==> config.mk <==
export PLATFORM = sky130hd
export DESIGN_NAME = fir_mac_seq
export DESIGN_NICKNAME = d
export VERILOG_FILES = /design/src/rtl/fir_pkg.sv /design/src/rtl/fir_strobe_pipe.sv /design/src/rtl/fir_mac_seq.sv
export SDC_FILE = /design/constraint.sdc
export NUM_CORES = 1
export LEC_CHECK = 0
export ABC_AREA = 1
export CAP_MARGIN = 5
export CORE_MARGIN = 3
export CORE_UTILIZATION = 36
export DETAILED_ROUTE_END_ITERATION = 10
export SLEW_MARGIN = 20
export SYNTH_ARGS = -nofsm -noshare
export SYNTH_HDL_FRONTEND = slang
export SYNTH_SLANG_ARGS = --single-unit
==> constraint.sdc <==
create_clock -name clk -period 1.9 [get_ports clk]
set_input_delay 0.475 -clock clk [delete_from_list [all_inputs] [get_ports clk]]
set_output_delay 0.475 -clock clk [all_outputs]
set_load 0.005 [all_outputs]
==> src/rtl/fir_pkg.sv <==
// Shared constants for the symmetric FIR MAC sequencer: default geometry,
// beat count, pipeline depth and the sequencer state encoding.
package fir_pkg;

    localparam int TAPS_DEF  = 73;
    localparam int AW_DEF    = 7;
    localparam int NX_DEF    = 100;
    localparam int NSAMP_DEF = 172;
    localparam int YAW_DEF   = 8;

    // Cycles between sum_en and acc_en: one for the ROM/pre-adder, one for the multiplier.
    localparam int PIPE_D = 2;

    function automatic int nb_of(input int taps);
        return (taps + 1) / 2;
    endfunction

    localparam int NB = nb_of(TAPS_DEF);

    typedef enum logic [2:0] {
        IDLE  = 3'd0,
        SHIFT = 3'd1,
        ISSUE = 3'd2,
        DRAIN = 3'd3,
        RED   = 3'd4,
        WRT   = 3'd5,
        FIN   = 3'd6
    } fir_state_t;

endpackage

==> src/rtl/fir_strobe_pipe.sv <==
// Delays the pre-adder load strobe to produce the product and accumulate strobes.
module fir_strobe_pipe
    import fir_pkg::*;
(
    input  logic clk,
    input  logic reset,
    input  logic restart,
    input  logic sum_en,
    output logic prod_en,
    output logic acc_en
);

    logic [PIPE_D-1:0] stage;

    always_ff @(posedge clk or negedge reset) begin
        if (!reset) begin
            stage <= '0;
        end else if (restart) begin
            stage <= '0;
        end else begin
            stage <= {stage[PIPE_D-2:0], sum_en};
        end
    end

    assign prod_en = stage[0];
    assign acc_en  = stage[PIPE_D-1];

endmodule

==> src/rtl/fir_mac_seq.sv <==
// Sequencer for the symmetric FIR MAC datapath; all outputs are registered.
// Defining FIR_MAC_SEQ_STATS_EN adds the drop_cnt and last_lat statistics outputs.
module fir_mac_seq
    import fir_pkg::*;
#(
    parameter int TAPS  = TAPS_DEF,
    parameter int AW    = AW_DEF,
    parameter int NX    = NX_DEF,
    parameter int NSAMP = NSAMP_DEF,
    parameter int YAW   = YAW_DEF
) (
    input  logic           clk,
    input  logic           reset,
    input  logic           start,
    input  logic           restart,
    output logic           busy,
    output logic           shift_en,
    output logic [AW-1:0]  x_addr,
    output logic           x_zero,
    output logic [AW-1:0]  h_addr,
    output logic [AW-1:0]  lo_idx,
    output logic [AW-1:0]  hi_idx,
    output logic           pair_sel,
    output logic           acc_clr,
    output logic           sum_en,
    output logic           prod_en,
    output logic           acc_en,
    output logic           red_en,
    output logic           y_we,
    output logic [YAW-1:0] y_waddr,
    output logic           frame_done,
    output logic           overrun
`ifdef FIR_MAC_SEQ_STATS_EN
   ,output logic [7:0]     drop_cnt,
    output logic [7:0]     last_lat
`endif
);

    // state | meaning
    // IDLE  | waiting for a sample strobe
    // SHIFT | shift delay line, clear accumulator, advance input address
    // ISSUE | one beat per tap pair, centre tap on the last beat
    // DRAIN | wait for the last product to reach the accumulator
    // RED   | load the saturated result register
    // WRT   | write the result to output RAM
    // FIN   | frame complete, waiting for restart

    localparam int NBL = nb_of(TAPS);

    fir_state_t     state, state_nxt;
    logic [AW-1:0]  beat_nxt, x_addr_nxt;
    logic [YAW-1:0] y_waddr_nxt;
    logic [1:0]     drain_cnt, drain_nxt;
    logic           overrun_nxt, busy_nxt, drop_evt;

    assign drop_evt = start && busy && !restart;
    assign busy_nxt = state_nxt inside {SHIFT, ISSUE, DRAIN, RED, WRT};

    always_comb begin
        state_nxt   = state;
        beat_nxt    = lo_idx;
        drain_nxt   = drain_cnt;
        x_addr_nxt  = x_addr;
        y_waddr_nxt = y_waddr;
        overrun_nxt = overrun || drop_evt;
        case (state)
            IDLE:  if (start && !frame_done) state_nxt = SHIFT;
            SHIFT: begin
                state_nxt = ISSUE;
                beat_nxt  = '0;
                if (x_addr < AW'(NX)) x_addr_nxt = x_addr + AW'(1);
            end
            ISSUE: begin
                if (lo_idx == AW'(NBL - 1)) begin
                    state_nxt = DRAIN;
                    drain_nxt = 2'(PIPE_D - 1);
                end else begin
                    beat_nxt = lo_idx + AW'(1);
                end
            end
            DRAIN: begin
                if (drain_cnt == 2'd0) state_nxt = RED;
                else drain_nxt = drain_cnt - 2'd1;
            end
            RED:   state_nxt = WRT;
            WRT: begin
                if (y_waddr == YAW'(NSAMP - 1)) begin
                    y_waddr_nxt = '0;
                    state_nxt   = FIN;
                end else begin
                    y_waddr_nxt = y_waddr + YAW'(1);
                    state_nxt   = IDLE;
                end
            end
            FIN:     state_nxt = FIN;
            default: state_nxt = IDLE;
        endcase
        // Restart abandons any in-flight sample and outranks a coincident start.
        if (restart) begin
            state_nxt   = IDLE;
            drain_nxt   = '0;
            x_addr_nxt  = '0;
            y_waddr_nxt = '0;
            overrun_nxt = 1'b0;
        end
    end

    always_ff @(posedge clk or negedge reset) begin
        if (!reset) begin
            state      <= IDLE;
            drain_cnt  <= '0;
            x_addr     <= '0;
            y_waddr    <= '0;
            overrun    <= 1'b0;
            busy       <= 1'b0;
            shift_en   <= 1'b0;
            acc_clr    <= 1'b0;
            x_zero     <= 1'b0;
            sum_en     <= 1'b0;
            pair_sel   <= 1'b0;
            lo_idx     <= '0;
            h_addr     <= '0;
            hi_idx     <= '0;
            red_en     <= 1'b0;
            y_we       <= 1'b0;
            frame_done <= 1'b0;
        end else begin
            state      <= state_nxt;
            drain_cnt  <= drain_nxt;
            x_addr     <= x_addr_nxt;
            y_waddr    <= y_waddr_nxt;
            overrun    <= overrun_nxt;
            busy       <= busy_nxt;
            shift_en   <= (state_nxt == SHIFT);
            acc_clr    <= (state_nxt == SHIFT);
            x_zero     <= (state_nxt == SHIFT) && (x_addr == AW'(NX));
            sum_en     <= (state_nxt == ISSUE);
            pair_sel   <= (state_nxt == ISSUE) && (beat_nxt != AW'(NBL - 1));
            if (state_nxt == ISSUE) begin
                lo_idx <= beat_nxt;
                h_addr <= beat_nxt;
                hi_idx <= AW'(TAPS - 1) - beat_nxt;
            end
            red_en     <= (state_nxt == RED);
            y_we       <= (state_nxt == WRT);
            frame_done <= (state_nxt == FIN);
        end
    end

    fir_strobe_pipe u_strobe_pipe (
        .clk     (clk),
        .reset   (reset),
        .restart (restart),
        .sum_en  (sum_en),
        .prod_en (prod_en),
        .acc_en  (acc_en)
    );

`ifdef FIR_MAC_SEQ_STATS_EN
    logic [7:0] lat_cnt;

    always_ff @(posedge clk or negedge reset) begin
        if (!reset) begin
            drop_cnt <= '0;
            lat_cnt  <= '0;
            last_lat <= '0;
        end else if (restart) begin
            drop_cnt <= '0;
            lat_cnt  <= '0;
            last_lat <= '0;
        end else begin
            if (drop_evt && drop_cnt != 8'hFF) drop_cnt <= drop_cnt + 8'd1;
            if (state_nxt == SHIFT) lat_cnt <= 8'd1;
            else if (busy_nxt && lat_cnt != 8'hFF) lat_cnt <= lat_cnt + 8'd1;
            if (state == WRT) last_lat <= lat_cnt;
        end
    end
`else
    // Statistics counters are not built in this configuration.
`endif

endmodule

Yosys cells after proc, flatten, opt, wreduce, memory -nomap -nowiden --
Cells that the tools add are included.
Operators by class: add/sub/neg operators 5, eq/ne operators 18, mux-type cells 20, $lt $le $gt $ge 1, reduce and logical (&&, ||, !) cells 17
Operators with widths (count):
- $mux W7 | 4
- $mux W8 | 3
- $pmux W3 S7 | 1
- $eq A3 B3 Y1 const B | 6
- $mux W3 | 5
- $add A7 B1 Y7 const B | 2
- $pmux W7 S2 | 1
- $eq A3 B2 Y1 const B | 4
- $add A8 B1 Y8 const B | 1
- $eq A8 B8 Y1 const B | 1
- $mux W2 | 4
- $eq A7 B6 Y1 const B | 1
- $eq A7 B7 Y1 const B | 1
- $lt A7 B7 Y1 const B | 1
- $ne A7 B6 Y1 const B | 1
- $sub A7 B7 Y7 const A | 1
- $eq A3 B1 Y1 const B | 2
- $ne A3 B3 Y1 const B | 2
- $reduce_bool A2 Y1 | 3
- $logic_and A1 B1 Y1 | 5
- $reduce_bool A5 Y1 | 1
- $pmux W2 S2 | 1
- $logic_not A3 Y1 | 1
- $reduce_and A3 Y1 | 1
- 7 further kinds | 8
Word-level totals: word-level logic and storage cells 77, input port bits 4, register bits 45

Longest topological paths before layout --
Gate-level depths: netlist of run 1.
depth in word-level cells 7, mapped depth 15, depth with buffers taken out 15

Hierarchy --
A second synthesis of run 1 with hierarchy kept.
Unflattened totals: cells, all modules 331, area, all modules 2524.9 µm²
By module, submodules not included:
- fir_mac_seq | cells an instance 325, area each 2459.9 µm², sequential area each 1051.0 µm², instances 1
- fir_strobe_pipe | cells an instance 6, area each 65.1 µm², sequential area each 50.0 µm², instances 1

Worst setup path before layout of run 1 --
No wires, ideal clock.
kind flip-flop to flip-flop, start register lo_idx[0], end register hi_idx[6], required time 1782 ps, data arrival time 1807 ps, library setup time 118 ps, slack -25 ps, stages on the path, launching flop included 15, cell sequence dfrtp_1 > inv_1 > ha_1 > nand2_1 > inv_1 > nand3_2 > nand2_1 > nand2_1 > a21oi_2 > ha_1 > nand3_1 > nand2_1 > nand4_1 > nand3_1 > nand2_1
On the way: word-level cells in the longest chain between the ends 5, elaborated cells between the ends (all ways) 9
RTL lines:
- from (decl) | line fir_mac_seq.sv:21 | output logic [AW-1:0] lo_idx,
- from (signal assigned) | line fir_mac_seq.sv:140 | lo_idx <= beat_nxt;
- parallel branches: the longest is 5 deep, another holds $add A7 B1 Y7
- to (signal assigned) | line fir_mac_seq.sv:142 | hi_idx <= AW'(TAPS - 1) - beat_nxt;
- to (decl) | line fir_mac_seq.sv:22 | output logic [AW-1:0] hi_idx,
Several ways; the timed one is not identified. A chain may end at the register's enable or synchronous reset.

Worst setup path in the final report of run 1 --
start register lo_idx[5], end output port lo_idx[5]
No word-level cell between the ends.

==> impl_metrics.py, run 1 <==
metrics = {
    "outcome": {
        "status": "finished, final reports clean",
    },
    "setup_path": {
        "max_stage_delay_ps": 500,
        "setup.worst_path.end_class": "primary output",
        "arrival_ps": 1370,
        "crit_path_max_fanout": 6,
        "critPathKind": "reg -> out",
        "cp_top_family": "buffers and inverters",
        "slowest_stage": "clkdlybuf4s50_1",
        "cp-start-kind": "flop",
        "path_cells": "buf_6, clkdlybuf4s50_1",
        "worstPathRequired_ps": 1420,
        "critPathBufInv": 2,
    },
    "place": {
        "portBuffers": 51,
        "dp_hpwl_mm": 4.779,
        "postPlaceCellArea_um2": 3362,
        "place_congestion": 0.8709,
    },
    "timing": {
        "clock_skew_ps": 8.944,
        "finalCritPeriodShare_pct": 97.15,
        "setup_viol": 0,
        "rsz0062_at_grt": "true",
        "fin_setup_tns_ps": 0,
        "fmax_ghz": 0.5418,
        "finalMaxSlewViolations": 0,
        "max-slew-margin-rel_pct": 74.85,
        "finalHoldViolCount": 0,
        "worst_pin_slew_ps": 374.3,
        "layout_min_cycle_time_ps": 1846,
    },
    "cts": {
        "clk_pin_slew_worst_paths_ps": 90,
        "cts_buffers": 5,
        "clockBufferDepth": 2,
        "htreeDepth": 2,
        "clock-sinks": 44,
        "cts_tree": "built",
        "root_buffer": "clkbuf_8",
        "clock_latency_ps": 300,
    },
    "finish": {
        "fill_cells": 647,
        "register_area_um2": 1102,
        "diodes": 0,
        "fin_util_pct": 52.51,
        "multi_input_area_um2": 1292,
        "syn_to_final_growth_pct": 40.43,
        "drive_gt1_share_pct": 24.69,
        "design_area_um2": 3607,
        "finalNetCount": 411,
    },
    "synth": {
        "synth-seq-cells": 44,
        "synth.distinct_cells": 37,
        "synth_top_area_share_pct": 42.86,
        "yosysWarningCount": 0,
        "synth_fp_nets": 330,
        "yosys.area.top_type": "dfrtp_1",
        "syn_area_um2": 2569,
        "synthArstFlopShare_pct": 100.0,
        "synth_edf_count": 0,
        "synthTopCellsByCount": "nand2_1 (76), dfrtp_1 (44), inv_1 (43)",
        "syn_inst": 319,
        "avgSynthCellArea_um2": 8.052,
        "yosysMostFrequentCell": "nand2_1",
        "synthFlopType": "dfrtp_1",
        "synth.top_cells.by_area": "dfrtp_1 (43%), nand2_1 (11%), inv_1 (6.3%)",
        "synth-seq-area-share_pct": 42.86,
    },
    "power_and_ir_drop": {
        "irDropWorstVdd_mv": 0.4668,
        "power.density_nw_per_um2": 880.8,
        "leakage_nw": 1.650,
        "finalPower_w": 0.003177,
    },
    "global_routing": {
        "antenna_found_initial": 0,
        "grt_max_degree": 20,
        "grt_pass1_wl_mm": 10.52,
        "grt_pass1_vias": 2218,
        "grt_overflow_total": 0,
        "grtUsageTotal_pct": 15.69,
    },
    "route": {
        "wl_per_cell_um": 12.66,
        "drt-total-wl_mm": 6.293,
        "via_per_inst": 4.624,
        "final_antenna_net_count": 0,
        "dr.pass1.iters": 4,
        "drc_errors": 0,
        "drtIter0Drc": 103,
        "vias": 2298,
    },
    "die": {
        "rows": 30,
        "start_util_pct": 37.40,
        "io_pins": 52,
        "core-area_um2": 6869,
        "die_h_um": 90.47,
        "dieArea_um2": 8185,
        "die_w_um": 90.47,
    },
    "flow_run": {
        "maxCapViolations": 0,
    },
    "min_path": {
        "hold_path.class": "in -> async",
    },
}
-- metal layers --
layer | GRT usage (%) | vias up | wire (um)
met4 | 4.209 | 0 | 72
met1 | 22.64 | 1076 | 3166
met2 | 23.41 | 40 | 2823
met3 | 3.833 | 6 | 231
met5 | 0 | - | 0
li1 | - | 1176 | -
-- cells by family after synthesis --
logic type	count (synthesis)	share of synthesized area (%)
fa+ha+maj	7	3.409
compound gates	39	9.499
flops	44	42.86
buf+inv	60	10.91
simple gates	164	31.61
xor+xnor	5	1.705
-- cell usage in the layout (no fill, tap or decap), types with 2 or more instances in the layout --
master	count
a211oi_1	2
a21oi_1	10
a21oi_2	2
buf_4	34
clkbuf_8	6
clkdlybuf4s50_1	50
dfrtp_1	43
ha_1	4
ha_4	2
inv_1	40
inv_2	6
nand2_1	68
nand2_2	10
nand3_1	17
nand3_2	4
nand3_4	3
nand4_1	6
nor2_1	31
nor2_2	7
nor2_8	2
nor3_1	6
nor3b_2	2
o21ai_0	13
o21ai_2	6
xnor2_1	2
xor2_1	3
-- layout make-up --
class | count | share of cell area [%]
repair buffers | 87 | 21.96
inverters | 47 | 4.960
well taps | 96 | 3.330
clock buffers | 6 | 2.289
clock inverters | 2 | 1.075
multi-input cells | 215 | 35.83
flip-flops and latches | 44 | 30.56
-- report_power, final --
| part | internal (W) | leakage, nW | switching, W |
|---|---|---|---|
| clock network | 0.000430 | 0.0614 | 0.000338 |
| logic | 0.000668 | 0.995 | 0.000619 |
| registers | 0.00105 | 0.593 | 0.0000749 |
-- path summary, 6_finish.rpt --
path,from,to,slack [ps],depth (start not counted)
max,lo_idx[5],lo_idx[5],50,2
min,reset,overrun,60,1
max reg2reg,lo_idx[0],hi_idx[2],80,12
min reg2reg,hi_idx[6],hi_idx[6],480,2
max in group asynchronous,reset,lo_idx[2],1260,2
min in group clk,hi_idx[6],hi_idx[6],480,2
-- repair_timing --
action	in CTS	in global routing
setup buffers	1	1
hold buffers	0	0
gates resized for setup	4	27
setup endpoints to repair	2	19
endpoints found under the hold margin	0	0
pin swaps	2	7
-- flip-flops by register name (all words and copies together), names as in the netlist, 2 cells and up --
signal and count:
x_addr 7, y_waddr 8, hi_idx 6, lo_idx 7, drain_cnt 2, u_strobe_pipe.stage 2, state 3
-- worst reg2reg max path: cells and delay by family (launching register included) --
family	cells	cell delay (ps)
and+or+nand+nor	8	810
buffers and inverters	2	200
DFF	1	410
adders and majority gates	2	310
-- metrics by stage --
step | instances | worst slack, ps | hold slack (ps)
6_report | 497 | 54.22 | 64.99
5_1_grt | 497 | -50.33 | 82.38
3_3_place_gp | 487 | -97.78 | 397.7
2_1_floorplan | 319 | 1.893 | 179.4
4_1_cts | 496 | 1.927 | 63.89
3_5_place_dp | 487 | -92.56 | 396.5
No activity file was read; power rests on OpenSTA's default activity.
==> run 2, diff against run 1 <==
--- a/config.mk
+++ b/config.mk
@@ -10,6 +10,7 @@
 export CORE_MARGIN = 3
 export CORE_UTILIZATION = 36
 export DETAILED_ROUTE_END_ITERATION = 10
+export PLACE_DENSITY = 0.67
 export SLEW_MARGIN = 20
 export SYNTH_ARGS = -nofsm -noshare
 export SYNTH_HDL_FRONTEND = slang
==> run 2 against run 1 <==
Effect of this change: the run now ends with setup timing left; clock power decreased by 18%; cell count increased by 0.60%; final area increased by 0.38%; wire length increased by 1.0%; clock skew decreased by 1.4 ps.
==> impl_metrics.py, run 2 (synthesis results as in run 1) <==
metrics = {
    "cts": {
        "holdBufCountCts": 0,
        "cts_tree": "built",
        "clock-sinks": 44,
        "htreeDepth": 2,
        "clk_pin_slew_worst_paths_ps": 90,
        "clockBufferDepth": 2,
        "root_buffer": "clkbuf_8",
        "clock_latency_ps": 300,
        "cts_buffers": 5,
    },
    "setup_path": {
        "r2r_slack_ps": -20,
        "rr_startpoint": "lo_idx[1]",
        "arrival_ps": 2120,
        "reg2regPathDepth": 13,
        "worstPathRequired_ps": 2100,
        "cp-start-kind": "flop",
        "critPathKind": "reg -> reg",
        "setup.worst_path.end_class": "flop",
        "crit_path_max_fanout": 2,
        "r2r-end": "hi_idx[2]",
    },
    "route": {
        "vias": 2321,
        "wl_per_cell_um": 12.71,
        "drt-total-wl_mm": 6.356,
        "drtIter0Drc": 99,
        "via_per_inst": 4.642,
        "dr.pass1.iters": 4,
        "final_antenna_net_count": 0,
        "drc_errors": 0,
    },
    "timing": {
        "finalCritPeriodShare_pct": 101.3,
        "finalHoldViolCount": 0,
        "finalMaxSlewViolations": 0,
        "holdWs_ps": 86.70,
        "layout_min_cycle_time_ps": 1924,
        "worst_slack_ps": -24.24,
        "max-slew-margin-rel_pct": 74.03,
        "fmax_ghz": 0.5197,
        "clock_skew_ps": 7.516,
        "rsz0062_at_grt": "true",
        "setup_viol": 1,
        "fin_setup_tns_ps": -24.24,
        "worst_pin_slew_ps": 389.5,
    },
    "die": {
        "dieArea_um2": 8185,
        "die_w_um": 90.47,
        "start_util_pct": 37.40,
        "io_pins": 52,
        "die_h_um": 90.47,
        "rows": 30,
        "core-area_um2": 6869,
    },
    "global_routing": {
        "grt_pass1_vias": 2276,
        "grt_max_degree": 32,
        "antenna_found_initial": 0,
        "grt_pass1_wl_mm": 10.61,
        "grtUsageTotal_pct": 15.74,
        "grt_overflow_total": 0,
    },
    "flow_run": {
        "maxCapViolations": 0,
    },
    "place": {
        "portBuffers": 51,
        "place_congestion": 0.8802,
        "dp_slack_ps": -148.7,
        "dp_hpwl_mm": 4.656,
    },
    "finish": {
        "drive_gt1_share_pct": 25.25,
        "largest_reg_flops": 8,
        "regMostFlops": "y_waddr",
        "layout_commonest_cell": "nand2_1",
        "finalNetCount": 414,
        "diodes": 0,
        "fill_cells": 644,
        "mostFrequentLayoutCells": "nand2_1 (69), clkdlybuf4s50_1 (50), dfrtp_1 (41), inv_1 (40), buf_4 (36)",
        "syn_to_final_growth_pct": 40.96,
        "reg.largest.list": "y_waddr (8), lo_idx (7), x_addr (7)",
        "fin_util_pct": 52.71,
    },
    "outcome": {
        "status": "finished with violations",
        "violations": "setup timing",
    },
    "power_and_ir_drop": {
        "leakage_nw": 1.651,
        "power.density_nw_per_um2": 854.6,
        "finalPower_w": 0.003095,
        "irDropWorstVdd_mv": 0.5879,
    },
    "min_path": {
        "hold_path.class": "in -> async",
    },
}
run 2: final cells by class:
class	instances	area (um2)	area share [%]
timing repair buffer	90	827.0	22.84
sequential	44	1105	30.51
clock inverter	2	15.01	0.4147
clock buffer	6	82.58	2.281
multi-input combinational	215	1292	35.69
inverter	47	178.9	4.941
tap	96	120.1	3.317
run 2: worst max path at each step:
| stage | from | endpoint | slack [ps] | depth (start not counted) |
|---|---|---|---|---|
| 2_1_floorplan | lo_idx[0] | hi_idx[6] | 2 | 14 |
| 3_3_place_gp | start | lo_idx[6] | -120 | 10 |
| 3_5_place_dp | start | lo_idx[6] | -150 | 10 |
| 4_1_cts | lo_idx[5] | lo_idx[5] | 4 | 2 |
| 5_1_grt | lo_idx[0] | hi_idx[2] | -120 | 13 |
| 6_report | lo_idx[1] | hi_idx[2] | -20 | 13 |
run 2: where the power goes:
group	internal (W)	total, W	switching (W)
Sequential	0.00105	0.00112	0.0000703
Clock	0.000295	0.000631	0.000336
Combinational	0.000700	0.00135	0.000646
run 2: routing by layer:
metal / part of all wire [%] / up-vias / GRT usage [%]
met2: 47 / 56 / 24.58
met5: 0 / - / 0
met1: 47 / 1078 / 22.23
met3: 4.1 / 10 / 2.583
met4: 1.8 / 0 / 5.102
li1: - / 1177 / -
run 2: worst max-delay path, stage by stage (launching register included):
cell     delay [ps]
dfrtp_1         400
inv_2            90
ha_4            140
nand2_4          50
buf_4           130
nor2_4          100
nand3_2          70
nand3_1         100
nand2_2         100
ha_4            180
buf_4           130
or2_1           220
nand3_2          70
nand2_1          50
run 2: repair_timing:
| item | 4_1_cts | 5_1_grt |
|---|---|---|
| resized for setup | 9 | 24 |
| cloned | 0 | 0 |
| pin swaps | 8 | 14 |
| buffers inserted | 1 | 6 |
| endpoints found under the setup margin | 3 | 21 |
run 2: per-stage QoR:
stage | std cells | area (um2)
finish | 500 | 3621
global placement | 485 | 3359
CTS | 494 | 3495
floorplan | 319 | 2570
detailed placement | 485 | 3359
global route | 500 | 3621
==> run 3, diff against run 2 <==
--- a/config.mk
+++ b/config.mk
@@ -7,11 +7,10 @@
 export LEC_CHECK = 0
 export ABC_AREA = 1
 export CAP_MARGIN = 5
-export CORE_MARGIN = 3
 export CORE_UTILIZATION = 36
 export DETAILED_ROUTE_END_ITERATION = 10
 export PLACE_DENSITY = 0.67
-export SLEW_MARGIN = 20
+export SLEW_MARGIN = 10
 export SYNTH_ARGS = -nofsm -noshare
 export SYNTH_HDL_FRONTEND = slang
 export SYNTH_SLANG_ARGS = --single-unit
==> run 3 against run 2 <==
Effect of this change: hold slack improved by 85 ps; largest cell class unchanged; setup slack better by 90 ps; cell count fell by 1.2%; non-clock buffer count down 6; largest power group unchanged; fmax grew 4.9%; sequential share of layout area grew 0.56 points; power fell by 2.1%; the flow now finishes without violations.
==> impl_metrics.py, run 3 (synthesis results as in run 1) <==
metrics = {
    "die": {
        "io_pins": 52,
        "die_w_um": 86.47,
        "rows": 30,
        "start_util_pct": 37.60,
        "dieArea_um2": 7477,
        "die_h_um": 86.47,
        "core-area_um2": 6832,
    },
    "global_routing": {
        "antenna_found_initial": 0,
        "met3_usage_pct": 4.000,
        "grt_busiest_layer": "met2",
        "met1_usage_pct": 24.03,
        "grt_pass1_vias": 2267,
        "grt_max_degree": 30,
        "grt_pass1_wl_mm": 10.58,
        "grt_overflow_total": 0,
        "grt_use_met2_pct": 29.29,
        "grtUsageTotal_pct": 18.50,
    },
    "min_path": {
        "hold_path.class": "in -> async",
    },
    "timing": {
        "fin_setup_tns_ps": 0,
        "finalCritPeriodShare_pct": 96.55,
        "fmax_ghz": 0.5451,
        "max-slew-margin-rel_pct": 56.99,
        "finalHoldViolCount": 0,
        "worst_slack_ps": 65.59,
        "holdWs_ps": 172.1,
        "clock_skew_ps": 9.726,
        "worst_pin_slew_ps": 645.1,
        "setup_viol": 0,
        "layout_min_cycle_time_ps": 1834,
        "finalMaxSlewViolations": 0,
    },
    "finish": {
        "finalNetCount": 408,
        "mostFrequentLayoutCells": "nand2_1 (70), clkdlybuf4s50_1 (50), dfrtp_1 (43), inv_1 (40), nor2_1 (34)",
        "drive_gt1_share_pct": 22.11,
        "layout_commonest_cell": "nand2_1",
        "fill_cells": 684,
        "fin_util_pct": 51.92,
        "multi_input_area_um2": 1280,
        "largest_reg_flops": 8,
        "register_area_um2": 1102,
        "reg.largest.list": "y_waddr (8), lo_idx (7), x_addr (7)",
        "syn_to_final_growth_pct": 38.09,
        "regMostFlops": "y_waddr",
        "diodes": 0,
    },
    "flow_run": {
        "maxCapViolations": 0,
    },
    "setup_path": {
        "crit_path_max_fanout": 8,
        "arrival_ps": 1360,
        "setup.worst_path.end_class": "primary output",
        "max_stage_delay_ps": 510,
        "path_cells": "buf_4, clkdlybuf4s50_1",
        "worstPathRequired_ps": 1420,
        "slowest_stage": "clkdlybuf4s50_1",
        "cp-start-kind": "flop",
        "critPathKind": "reg -> out",
    },
    "power_and_ir_drop": {
        "finalPower_w": 0.003031,
        "leakage_nw": 1.624,
        "irDropWorstVdd_mv": 0.3852,
        "power.density_nw_per_um2": 854.4,
    },
    "place": {
        "portBuffers": 51,
        "dp_hpwl_mm": 4.736,
        "place_congestion": 0.8054,
        "dp_slack_ps": -117.8,
    },
    "cts": {
        "holdBufCountCts": 0,
        "cts_buffers": 5,
        "clock_latency_ps": 310,
        "clockBufferDepth": 2,
        "clk_pin_slew_worst_paths_ps": 90,
        "clock-sinks": 44,
        "root_buffer": "clkbuf_8",
        "cts_tree": "built",
        "htreeDepth": 2,
    },
    "route": {
        "drtIter0Drc": 96,
        "drt-total-wl_mm": 6.347,
        "final_antenna_net_count": 0,
        "wl_per_cell_um": 12.85,
        "vias": 2334,
        "via_per_inst": 4.725,
        "drc_errors": 0,
        "dr.pass1.iters": 4,
    },
    "outcome": {
        "status": "finished, final reports clean",
    },
}
==> run 3: changes by cell type in the layout (fill, tap and decap cells not counted), sizes merged <==
cell and delta:
buf -6
==> run 3: worst paths after layout <==
kind                            depth (start not counted)  slack, ps      start        end
min in group clk                                        2        490  hi_idx[2]  hi_idx[2]
worst min register to register                          2        490  hi_idx[2]  hi_idx[2]
max in group asynchronous                               2       1130      reset    overrun
worst max register to register                         11        100  lo_idx[0]   pair_sel
worst max-delay path                                    2         70  lo_idx[2]  h_addr[2]
worst min-delay path                                    1        170      reset  x_addr[3]
==> run 3: critical path: cells and delay by family, from the launching register on <==
kind                   cells  cell delay, ps
buffers and inverters      2             680
DFF                        1             370
==> run 3: timing repair <==
item	CTS	global route
setup buffers	0	2
setup endpoints to repair	2	17
gates cloned	0	0
pin swaps	5	4
resized for setup	9	16
==> run 3: report_power, final <==
group	total [W]	internal, W	switching (W)
clock	0.000645	0.000295	0.000350
sequential	0.00112	0.00105	0.0000723
combinational	0.00127	0.000650	0.000617
total	0.00303	0.00199	0.00104
==> run 3: layer usage <==
layer / share of wire, % / vias up / wire length, um
met2: 47 / 45 / 3012
met5: 0 / - / 0
li1: - / 1164 / -
met4: 2.7 / 0 / 169
met1: 46 / 1108 / 2903
met3: 4.1 / 17 / 261
==> run 3: cell type report <==
class | count | area share, %
Inverter | 47 | 5.115
Clock buffer | 6 | 2.328
Multi-Input combinational cell | 215 | 36.08
Sequential cell | 44 | 31.08
Timing Repair Buffer | 84 | 21.59
Tap cell | 96 | 3.386
Clock inverter | 2 | 0.4233
==> run 3: through the flow <==
step                cell area, um2  cells
floorplan                     2570    319
global placement              3339    484
detailed placement            3339    484
CTS                           3460    492
global route                  3547    494
finish                        3547    494
